<file path="config.mk">
export PLATFORM = sky130hd
export DESIGN_NAME = counter_top_8b
export DESIGN_NICKNAME = d
export VERILOG_FILES = /design/src/rtl/counter_pkg.sv /design/src/rtl/counter_stage.sv /design/src/rtl/counter_top_8b.sv
export SDC_FILE = /design/constraint.sdc
export NUM_CORES = 1
export LEC_CHECK = 0
export ABC_AREA = 0
export CAP_MARGIN = 20
export CELL_PAD_IN_SITES_DETAIL_PLACEMENT = 1
export CELL_PAD_IN_SITES_GLOBAL_PLACEMENT = 2
export CORE_UTILIZATION = 24
export CTS_CLUSTER_SIZE = 28
export DETAILED_ROUTE_END_ITERATION = 8
export PLACE_DENSITY = 0.78
export SETUP_SLACK_MARGIN = 0.2
export SYNTH_ARGS = -nofsm -noshare
export SYNTH_HDL_FRONTEND = slang
export SYNTH_HIERARCHICAL = 1
export SYNTH_SLANG_ARGS = --single-unit
</file>
<file path="constraint.sdc">
create_clock -name clk -period 1.25 [get_ports clk]
set_input_delay 0.1875 -clock clk [delete_from_list [all_inputs] [get_ports clk]]
set_output_delay 0.1875 -clock clk [all_outputs]
set_load 0.01 [all_outputs]
</file>
<file path="src/rtl/counter_pkg.sv">
// Shared constants and helpers for carry-chained counter stages.
// Multi-stage wrappers import this so every stage agrees on the default width.
package counter_pkg;

  localparam int DEFAULT_WIDTH = 8;

  // Terminal count of a default-width stage (all ones).
  localparam logic [DEFAULT_WIDTH-1:0] CNT_MAX = {DEFAULT_WIDTH{1'b1}};

  // A stage carries out only when enabled at its terminal count and not in reset.
  function automatic logic carry_out(input logic rst_n, input logic cin, input logic at_max);
    return rst_n & cin & at_max;
  endfunction

endpackage

</file>
<file path="src/rtl/counter_stage.sv">
// WIDTH-bit count register with synchronous active-low reset and enable,
// plus the all-ones detect used to build the carry to the next stage.
module counter_stage
  import counter_pkg::*;
#(
  parameter int WIDTH = DEFAULT_WIDTH
) (
  input  logic             clk,
  input  logic             rst_n,
  input  logic             en,
  output logic [WIDTH-1:0] q,
  output logic             at_max
);

  localparam logic [WIDTH-1:0] ONE = WIDTH'(1);
  localparam logic [WIDTH-1:0] MAX = {WIDTH{1'b1}};

  logic [WIDTH-1:0] q_reg;
  logic [WIDTH-1:0] q_next;

  // Modulo-2^WIDTH increment; the adder simply drops the carry bit.
  always_comb begin
    q_next = q_reg;
    if (en) begin
      q_next = q_reg + ONE;
    end
  end

  always_ff @(posedge clk) begin
    if (!rst_n) begin
      q_reg <= '0;
    end else begin
      q_reg <= q_next;
    end
  end

  assign q      = q_reg;
  assign at_max = (q_reg == MAX);

endmodule

</file>
<file path="src/rtl/counter_top_8b.sv">
// Cascadable counter stage: counts on each edge where cin is high and raises
// cout combinationally in the cycle whose edge wraps the count to zero.
module counter_top_8b
  import counter_pkg::*;
#(
  parameter int WIDTH = DEFAULT_WIDTH
) (
  input  logic             clk,
  input  logic             rst_n,
  input  logic             cin,
  output logic             cout,
  output logic [WIDTH-1:0] q
);

  logic at_max;

  counter_stage #(
    .WIDTH (WIDTH)
  ) u_stage (
    .clk    (clk),
    .rst_n  (rst_n),
    .en     (cin),
    .q      (q),
    .at_max (at_max)
  );

  // Gating with rst_n keeps a reset edge at all-ones from looking like a wrap downstream.
  assign cout = carry_out(rst_n, cin, at_max);

endmodule

</file>
==> impl_metrics.ini, run 1 <==
[synth]
ys_ff_latch = 8
synth_top_area_share_pct = 43.54
synth_nets = 43
synth_warnings = 6
syn_avg_cell_area_um2 = 9.432
netlist_area_um2 = 367.9
synthTopCellsByArea = dfxtp_1, xnor2_1, and2_1, or3_1, nand3_1
synth_seq_area_share_pct = 43.54
synth_cells = 39
synth_top_area_cell = dfxtp_1
ys_types = 18

[clock_network]
clk_pin_slew_ns = 0.06
h-tree-depth = 1
cts_tree = yes
insertion_delay_ns = 0.25
cts-root-buf = clkbuf_4
cts_sinks = 8
numCtsBuffers = 3
clock_path_buffers = 2

[floorplanning]
initial_utilization_pct = 26.92
die_height_um = 41.15
die_w_um = 41.15
core-area_um2 = 1366
row_count = 13
pin_count = 12
dieArea_um2 = 1693

[sta]
post-route-period-util_pct = 108.0
period_minus_slack_ns = 1.350
tns_ns = -0.1124
relSlewSlack_pct = 85.30
finalHoldViolCount = 0
skew_ns = 0.001973
final-max-slew-violation-count = 0
worst_pin_slew_ns = 0.2182
fmax_ghz = 0.7408
final.setup.worst_slack_ns = -0.09995
rsz0062_at_grt = yes
setup_viol = 2

[setup_path]
crit_type = flop to primary output
required_ns = 1.06
r2r_slack_ns = -0.01
crit_path_end_kind = primary output
crit_arrival_ns = 1.16
cp_max_fo = 2
start_kind = flop

[status]
status = finished with violations
violations = setup timing

[final_layout]
n_antenna_cell = 0
largest_reg_flops = 8
post-route-util_pct = 49.82
area_growth_pct = 85.03
final_common_cell = buf_4
nets = 71
drive_gt1_share_pct = 59.09
most-common-layout-cells = buf_4, buf_6, dfxtp_2, and2_1
final_cells = 81

[detailed_routing]
drt_iter0_drc = 5
drt_pass1_iterations = 4
via_count = 394
wl_per_cell_um = 14.68
via_per_inst = 4.864
wl_mm = 1.189
remaining_drc_errors = 0
postRouteAntennaNets = 0

[placement]
dp_hpwl_um = 850.1
io_buffer_count = 11
dp.cells = 75
finalWeightedCongestion = 0.7308

[power_and_ir_drop]
power_density_nw_per_um2 = 833.9
peakVddDrop_mv = 0.5170
p_leak_uw = 0.0002905

[grt]
grt.total_usage_pct = 18.53
grt_antenna_before_repair = 0
grt_start_max_net_pins = 9
overflow = 0
grt_pass1_wl_mm = 1.911
grt_pass1_vias = 427

[min_path]
hp-class = primary input to flop

[job]
cap_violations = 0
routing by layer:
| metal | up-vias | share of wire (%) | GRT usage [%] |
|---|---|---|---|
| met2 | 6 | 57 | 33.98 |
| met4 | 0 | 0.59 | 12.10 |
| met3 | 2 | 2.7 | 3.261 |
| met1 | 191 | 39 | 18.83 |
| met5 | - | 0 | 0 |
| li1 | 195 | - | - |
cell type report:
class | instances | area (um^2)
fillers | 158 | 685.7
multi-input cells | 30 | 247.7
repair buffers | 24 | 216.5
flip-flops and latches | 8 | 171.4
clock buffers | 4 | 26.28
well taps | 15 | 18.77
Yosys cell counts, drive strengths merged:
| master | number |
|---|---|
| a21boi | 3 |
| and2 | 4 |
| and3 | 1 |
| buf | 1 |
| dfxtp | 8 |
| ha | 1 |
| mux2i | 1 |
| nand2 | 2 |
| nand3 | 3 |
| nand4 | 3 |
| nor2 | 1 |
| nor2b | 1 |
| o21ai | 3 |
| or3 | 3 |
| xnor2 | 3 |
| xor2 | 1 |
stage by stage:
step	power [uW]	setup slack [ns]	hold WS (ns)	area, um^2
finish	567.6	-0.09995	0.4554	680.7
global route	609.9	-0.1754	0.4698	680.7
CTS	577.4	-0.1145	0.6262	625.6
detailed placement	348.5	-0.3328	0.6254	594.3
global placement	345.5	-0.2876	0.5898	594.3
floorplan	305.0	0.1447	0.3084	387.9
critical path, stage by stage (launching register included):
cell and delay [ns]:
dfxtp_4 0.36, ha_4 0.14, nand3_2 0.05, nor2_1 0.08, and3_1 0.16, buf_2 0.13
kinds of logic (layout without fill, tap and decap cells):
group	count (synthesis)	count (layout)	share of synthesized area, %
AOI/OAI and AO/OA	6	6	10.20
DFF	8	8	43.54
and+or+nand+nor	18	18	29.25
xor gates and xnor gates	4	4	9.526
buffers and inverters	1	28	1.359
muxes	1	1	2.721
adders and majority gates	1	1	3.401
where the power goes:
group / leakage (uW) / internal [uW] / total [uW] / switching (uW)
Combinational: 0.000207 / 49.4 / 85.6 / 36.3
Clock: 0.0000150 / 122 / 212 / 89.5
Sequential: 0.0000684 / 263 / 270 / 7.01
Total: 0.000290 / 435 / 568 / 133
worst paths after layout:
kind                     start  cells past startpoint           end
setup / recovery  u_stage/q[0]                      5          cout
hold / removal             cin                      5  u_stage/q[6]
setup reg to reg  u_stage/q[5]                      4  u_stage/q[7]
hold reg to reg   u_stage/q[5]                      3  u_stage/q[5]
what timing repair did:
| item | CTS | global route |
|---|---|---|
| pin swaps | 3 | 3 |
| hold buffers | 0 | 0 |
| buffers inserted | 1 | 1 |
| setup endpoints to repair | 14 | 16 |
| resized for setup | 46 | 10 |
Note: power is estimated with default switching activity, not from simulation.
==> inputs of run 2 (changes only) <==
- CORE_MARGIN: unset -> 3
- SLEW_MARGIN: unset -> 10
==> run 2 against run 1 <==
  * The run still ends with setup timing left
  * Die area up 20%
  * Utilization increased by 7.3 points
  * Combinational power grew 47%
  * Critical path type unchanged
  * Via count is 7.9% higher
  * Cell count rose by 12%
  * Sequential cell count is the same
  * Global-route usage decreased by 2.7 points
  * Non-clock buffer count up 10
  * Sequential power is essentially flat
  * Fmax grew 0.46%
==> impl_metrics.ini, run 2 (same netlist as run 1, synthesis figures left out) <==
[power_and_ir_drop]
power_density_nw_per_um2 = 797.6
peakVddDrop_mv = 0.4516
p_leak_uw = 0.0003397
power_uw = 622.7

[setup_path]
cp_max_fo = 2
crit_arrival_ns = 1.16
start_kind = flop
crit_path_top_delay_cell = dfxtp_2
crit_chain = nand4_1 -> nor2_1 -> and3_1 -> buf_2
required_ns = 1.06
crit_path_end_kind = primary output
crit_type = flop to primary output
cpPeakStageDelay_ns = 0.33

[detailed_routing]
via_per_inst = 4.670
remaining_drc_errors = 0
postRouteAntennaNets = 0
wl_mm = 1.356
drt_iter0_drc = 6
wl_per_cell_um = 14.90
drt_pass1_iterations = 4
via_count = 425

[floorplanning]
die_height_um = 45.15
row_count = 13
core-area_um2 = 1366
initial_utilization_pct = 26.92
dieArea_um2 = 2039
pin_count = 12
die_w_um = 45.15

[final_layout]
multi_input_area_um2 = 249.0
area_growth_pct = 112.2
drive_gt1_share_pct = 65.79
nets = 81
regArea_um2 = 172.7
most-common-layout-cells = buf_6, buf_4, dfxtp_2, and2_1
fillerInstances = 154
n_antenna_cell = 0
final_common_cell = buf_6
largest_reg_flops = 8

[grt]
grt_antenna_before_repair = 0
overflow = 0
grt.total_usage_pct = 15.85
grt_pass1_vias = 476
grt_pass1_wl_mm = 2.290
grt_start_max_net_pins = 9

[min_path]
hp-class = primary input to flop

[clock_network]
clk_pin_slew_ns = 0.07
cts_tree = yes
cts_sinks = 8
cts_hold_buf = 0
insertion_delay_ns = 0.26
clock_path_buffers = 2
numCtsBuffers = 3
h-tree-depth = 1
cts-root-buf = clkbuf_4

[status]
violations = setup timing
status = finished with violations

[placement]
finalWeightedCongestion = 0.7926
dp_hpwl_um = 844.2
io_buffer_count = 11

[job]
cap_violations = 0

[sta]
relSlewSlack_pct = 88.82
finalHoldViolCount = 0
tns_ns = -0.2334
worst_pin_slew_ns = 0.1630
skew_ns = 0.004779
period_minus_slack_ns = 1.344
rsz0062_at_grt = yes
post-route-period-util_pct = 107.5
final.setup.worst_slack_ns = -0.09370
final-max-slew-violation-count = 0
setup_viol = 4
fmax_ghz = 0.7442
## run 2: routing by layer
metal  vias to the layer above  part of all wire (%)  GRT usage [%]
met1                       202                    38          18.62
met5                         -                     0              0
met2                        11                    57          29.66
met3                         0                   4.4          2.390
met4                         0                     0          3.509
li1                        212                     -              -
## run 2: cell type report
cell class	count	area share (%)
tap	15	2.404
sequential	8	22.12
multi-input combinational	30	31.89
timing repair buffer	34	40.22
clock buffer	4	3.365
## run 2: final timing paths
path	startpoint	to	slack, ns	depth (start not counted)
worst min register to register	u_stage/q[7]	u_stage/q[7]	0.63	3
worst max-delay path	u_stage/q[5]	cout	-0.09	4
worst max register to register	u_stage/q[5]	u_stage/q[7]	-0.08	5
worst min-delay path	cin	u_stage/q[6]	0.55	5
## run 2: critical path: cells and delay by family, from the launching register on
family,cells,cell delay [ns]
simple gates,3,0.44
flops,1,0.33
buf+inv,1,0.12
## run 2: power breakdown
group | leakage, uW | switching, uW | internal (uW)
clock network | 0.0000150 | 104 | 123
registers | 0.0000689 | 6.91 | 263
logic | 0.000256 | 48.0 | 78.4
total | 0.000340 | 159 | 464
## run 2: stage by stage
stage / instance area [um^2] / cells / hold slack (ns) / worst slack [ns] / util, %
after floorplan: 387.9 / 39 / 0.3084 / 0.1447 / -
after global placement: 594.3 / 75 / 0.5910 / -0.2917 / 43.50
after detailed placement: 594.3 / 75 / 0.6114 / -0.3066 / 43.50
after CTS: 699.4 / 87 / 0.5416 / -0.09366 / 51.19
after global routing: 780.7 / 91 / 0.5678 / -0.1787 / 57.14
final: 780.7 / 91 / 0.5468 / -0.09370 / 57.14
## run 2: repair_timing
item / in CTS / in global routing
resized for setup: 55 / 10
setup endpoints to repair: 14 / 14
setup buffers: 8 / 4
pin swaps: 11 / 7
==> inputs of run 3 (changes only) <==
--- a/config.mk
+++ b/config.mk
@@ -16,4 +16,5 @@
 export PLACE_DENSITY = 0.78
 export SETUP_SLACK_MARGIN = 0.2
+export SKIP_LAST_GASP = 1
 export SLEW_MARGIN = 10
 export SYNTH_ARGS = -nofsm -noshare
==> constraint.sdc (replaced) <==
create_clock -name clk -period 1.25 [get_ports clk]
set_input_delay 0.3125 -clock clk [delete_from_list [all_inputs] [get_ports clk]]
set_output_delay 0.3125 -clock clk [all_outputs]
set_load 0.01 [all_outputs]
==> run 3 against run 2 <==
  * The flow still finishes with violations (setup timing)
  * Non-clock buffer count grew 6
  * Clock power hardly changed
  * Hold slack improved by 0.10 ns
  * Fmax down 10%
  * Clock-buffer cell count did not move
  * Critical endpoint unchanged
  * Highest routed layer is now met4
==> impl_metrics.ini, run 3 (same netlist as run 1, synthesis figures left out) <==
[setup_path]
critical-path-top-delay-family = simple AND/OR/NAND/NOR gates
cp_max_fo = 2
crit_buf_inv = 1
crit_path_top_delay_cell = dfxtp_2
crit_arrival_ns = 1.18
cpPeakStageDelay_ns = 0.34
required_ns = 0.94
start_kind = flop
crit_type = flop to primary output
crit_path_end_kind = primary output
crit_chain = nand4_1 -> nor2_2 -> and3_1 -> buf_2

[detailed_routing]
drt_iter0_drc = 1
drt_pass1_iterations = 3
postRouteAntennaNets = 0
via_per_inst = 4.979
via_count = 483
remaining_drc_errors = 0
wl_mm = 1.747
wl_per_cell_um = 18.01

[clock_network]
insertion_delay_ns = 0.27
h-tree-depth = 1
clock_path_buffers = 2
cts-root-buf = clkbuf_4
numCtsBuffers = 3
cts_hold_buf = 0
cts_tree = yes
cts_sinks = 8
clk_pin_slew_ns = 0.06

[sta]
final.setup.worst_slack_ns = -0.2448
post-route-period-util_pct = 119.6
period_minus_slack_ns = 1.495
final-max-slew-violation-count = 0
fmax_ghz = 0.6690
finalHoldViolCount = 0
holdWs_ns = 0.6489
rsz0062_at_grt = yes
relSlewSlack_pct = 78.28
skew_ns = 0.001552
setup_viol = 11
worst_pin_slew_ns = 0.3223
tns_ns = -1.279

[grt]
grt_pass1_wl_mm = 2.187
grt_pass1_vias = 474
grt.total_usage_pct = 15.57
grt_start_max_net_pins = 9
grt_antenna_before_repair = 0
overflow = 0

[floorplanning]
die_w_um = 45.15
pin_count = 12
initial_utilization_pct = 26.92
dieArea_um2 = 2039
row_count = 13
core-area_um2 = 1366
die_height_um = 45.15

[status]
status = finished with violations
violations = setup timing

[placement]
io_buffer_count = 11
dp_slack_ns = -0.5340
dp_hpwl_um = 889.3
finalWeightedCongestion = 0.7147
placed_cell_area_um2 = 605.6

[power_and_ir_drop]
internal_power_uw = 472.1
switchingPower_uw = 166.3
p_seq_share_pct = 42.3
pwr-share-clk_pct = 35.9
p_sw_share_pct = 26.05
power_uw = 638.4
p_leak_uw = 0.0003772
power_density_nw_per_um2 = 737.3
comb_power_share_pct = 21.8
peakVddDrop_mv = 0.5038

[final_layout]
area_growth_pct = 135.4
most-common-layout-cells = buf_6, buf_4, dfxtp_2
nets = 87
n_antenna_cell = 0
final_common_cell = buf_6
design_area_um2 = 865.8
fillerInstances = 138
largest_reg_flops = 8
multi_input_area_um2 = 256.5
regArea_um2 = 175.2
drive_gt1_share_pct = 71.95

[job]
cap_violations = 0

[min_path]
hp-class = flop to flop
## run 3: stage by stage
stage	utilization, %	std cells
after CTS	54.12	86
after global routing	63.37	97
after global placement	44.32	76
final	63.37	97
after floorplan	-	39
after detailed placement	44.32	76
## run 3: area by class of cell
cell class | instances | area share (%)
Sequential cell | 8 | 20.23
Timing Repair Buffer | 40 | 44.94
Clock buffer | 4 | 3.035
Tap cell | 15 | 2.168
Multi-Input combinational cell | 30 | 29.62
## run 3: final timing paths
check | startpoint | end | slack [ns] | depth (start not counted)
max | u_stage/q[3] | cout | -0.24 | 4
min reg2reg | u_stage/q[7] | u_stage/q[7] | 0.65 | 3
max reg2reg | u_stage/q[0] | u_stage/q[6] | -0.23 | 8
min | u_stage/q[7] | u_stage/q[7] | 0.65 | 3
## run 3: worst reg2reg max path: stages, from the launching register on
cell and delay [ns]:
dfxtp_4 0.36, ha_4 0.15, buf_4 0.11, buf_6 0.08, buf_6 0.08, buf_6 0.09
nand3_1 0.09, or3_1 0.35, a21boi_2 0.12
## run 3: repair_timing
item                       CTS  global route
gates resized for setup     58            13
setup endpoints to repair   16            17
setup buffers                6            11
pin swaps                    7            10
## run 3: metal layers
metal  GRT usage, %  vias up  routed length [um]
met2          30.79       12                 935
li1               -      226                   -
met4          7.018        0                  22
met5              0        -                   0
met3          2.390        3                  48
met1          15.38      242                 740
## run 3: power groups by stage
stage / Clock [uW] / Combinational (uW) / Sequential (uW)
6_report: 229 / 139 / 270
5_1_grt: 249 / 150 / 270
4_1_cts: 226 / 104 / 269
3_5_place_dp: 0 / 73.6 / 276
3_3_place_gp: 0 / 69.5 / 274
2_1_floorplan: 0 / 21.9 / 282
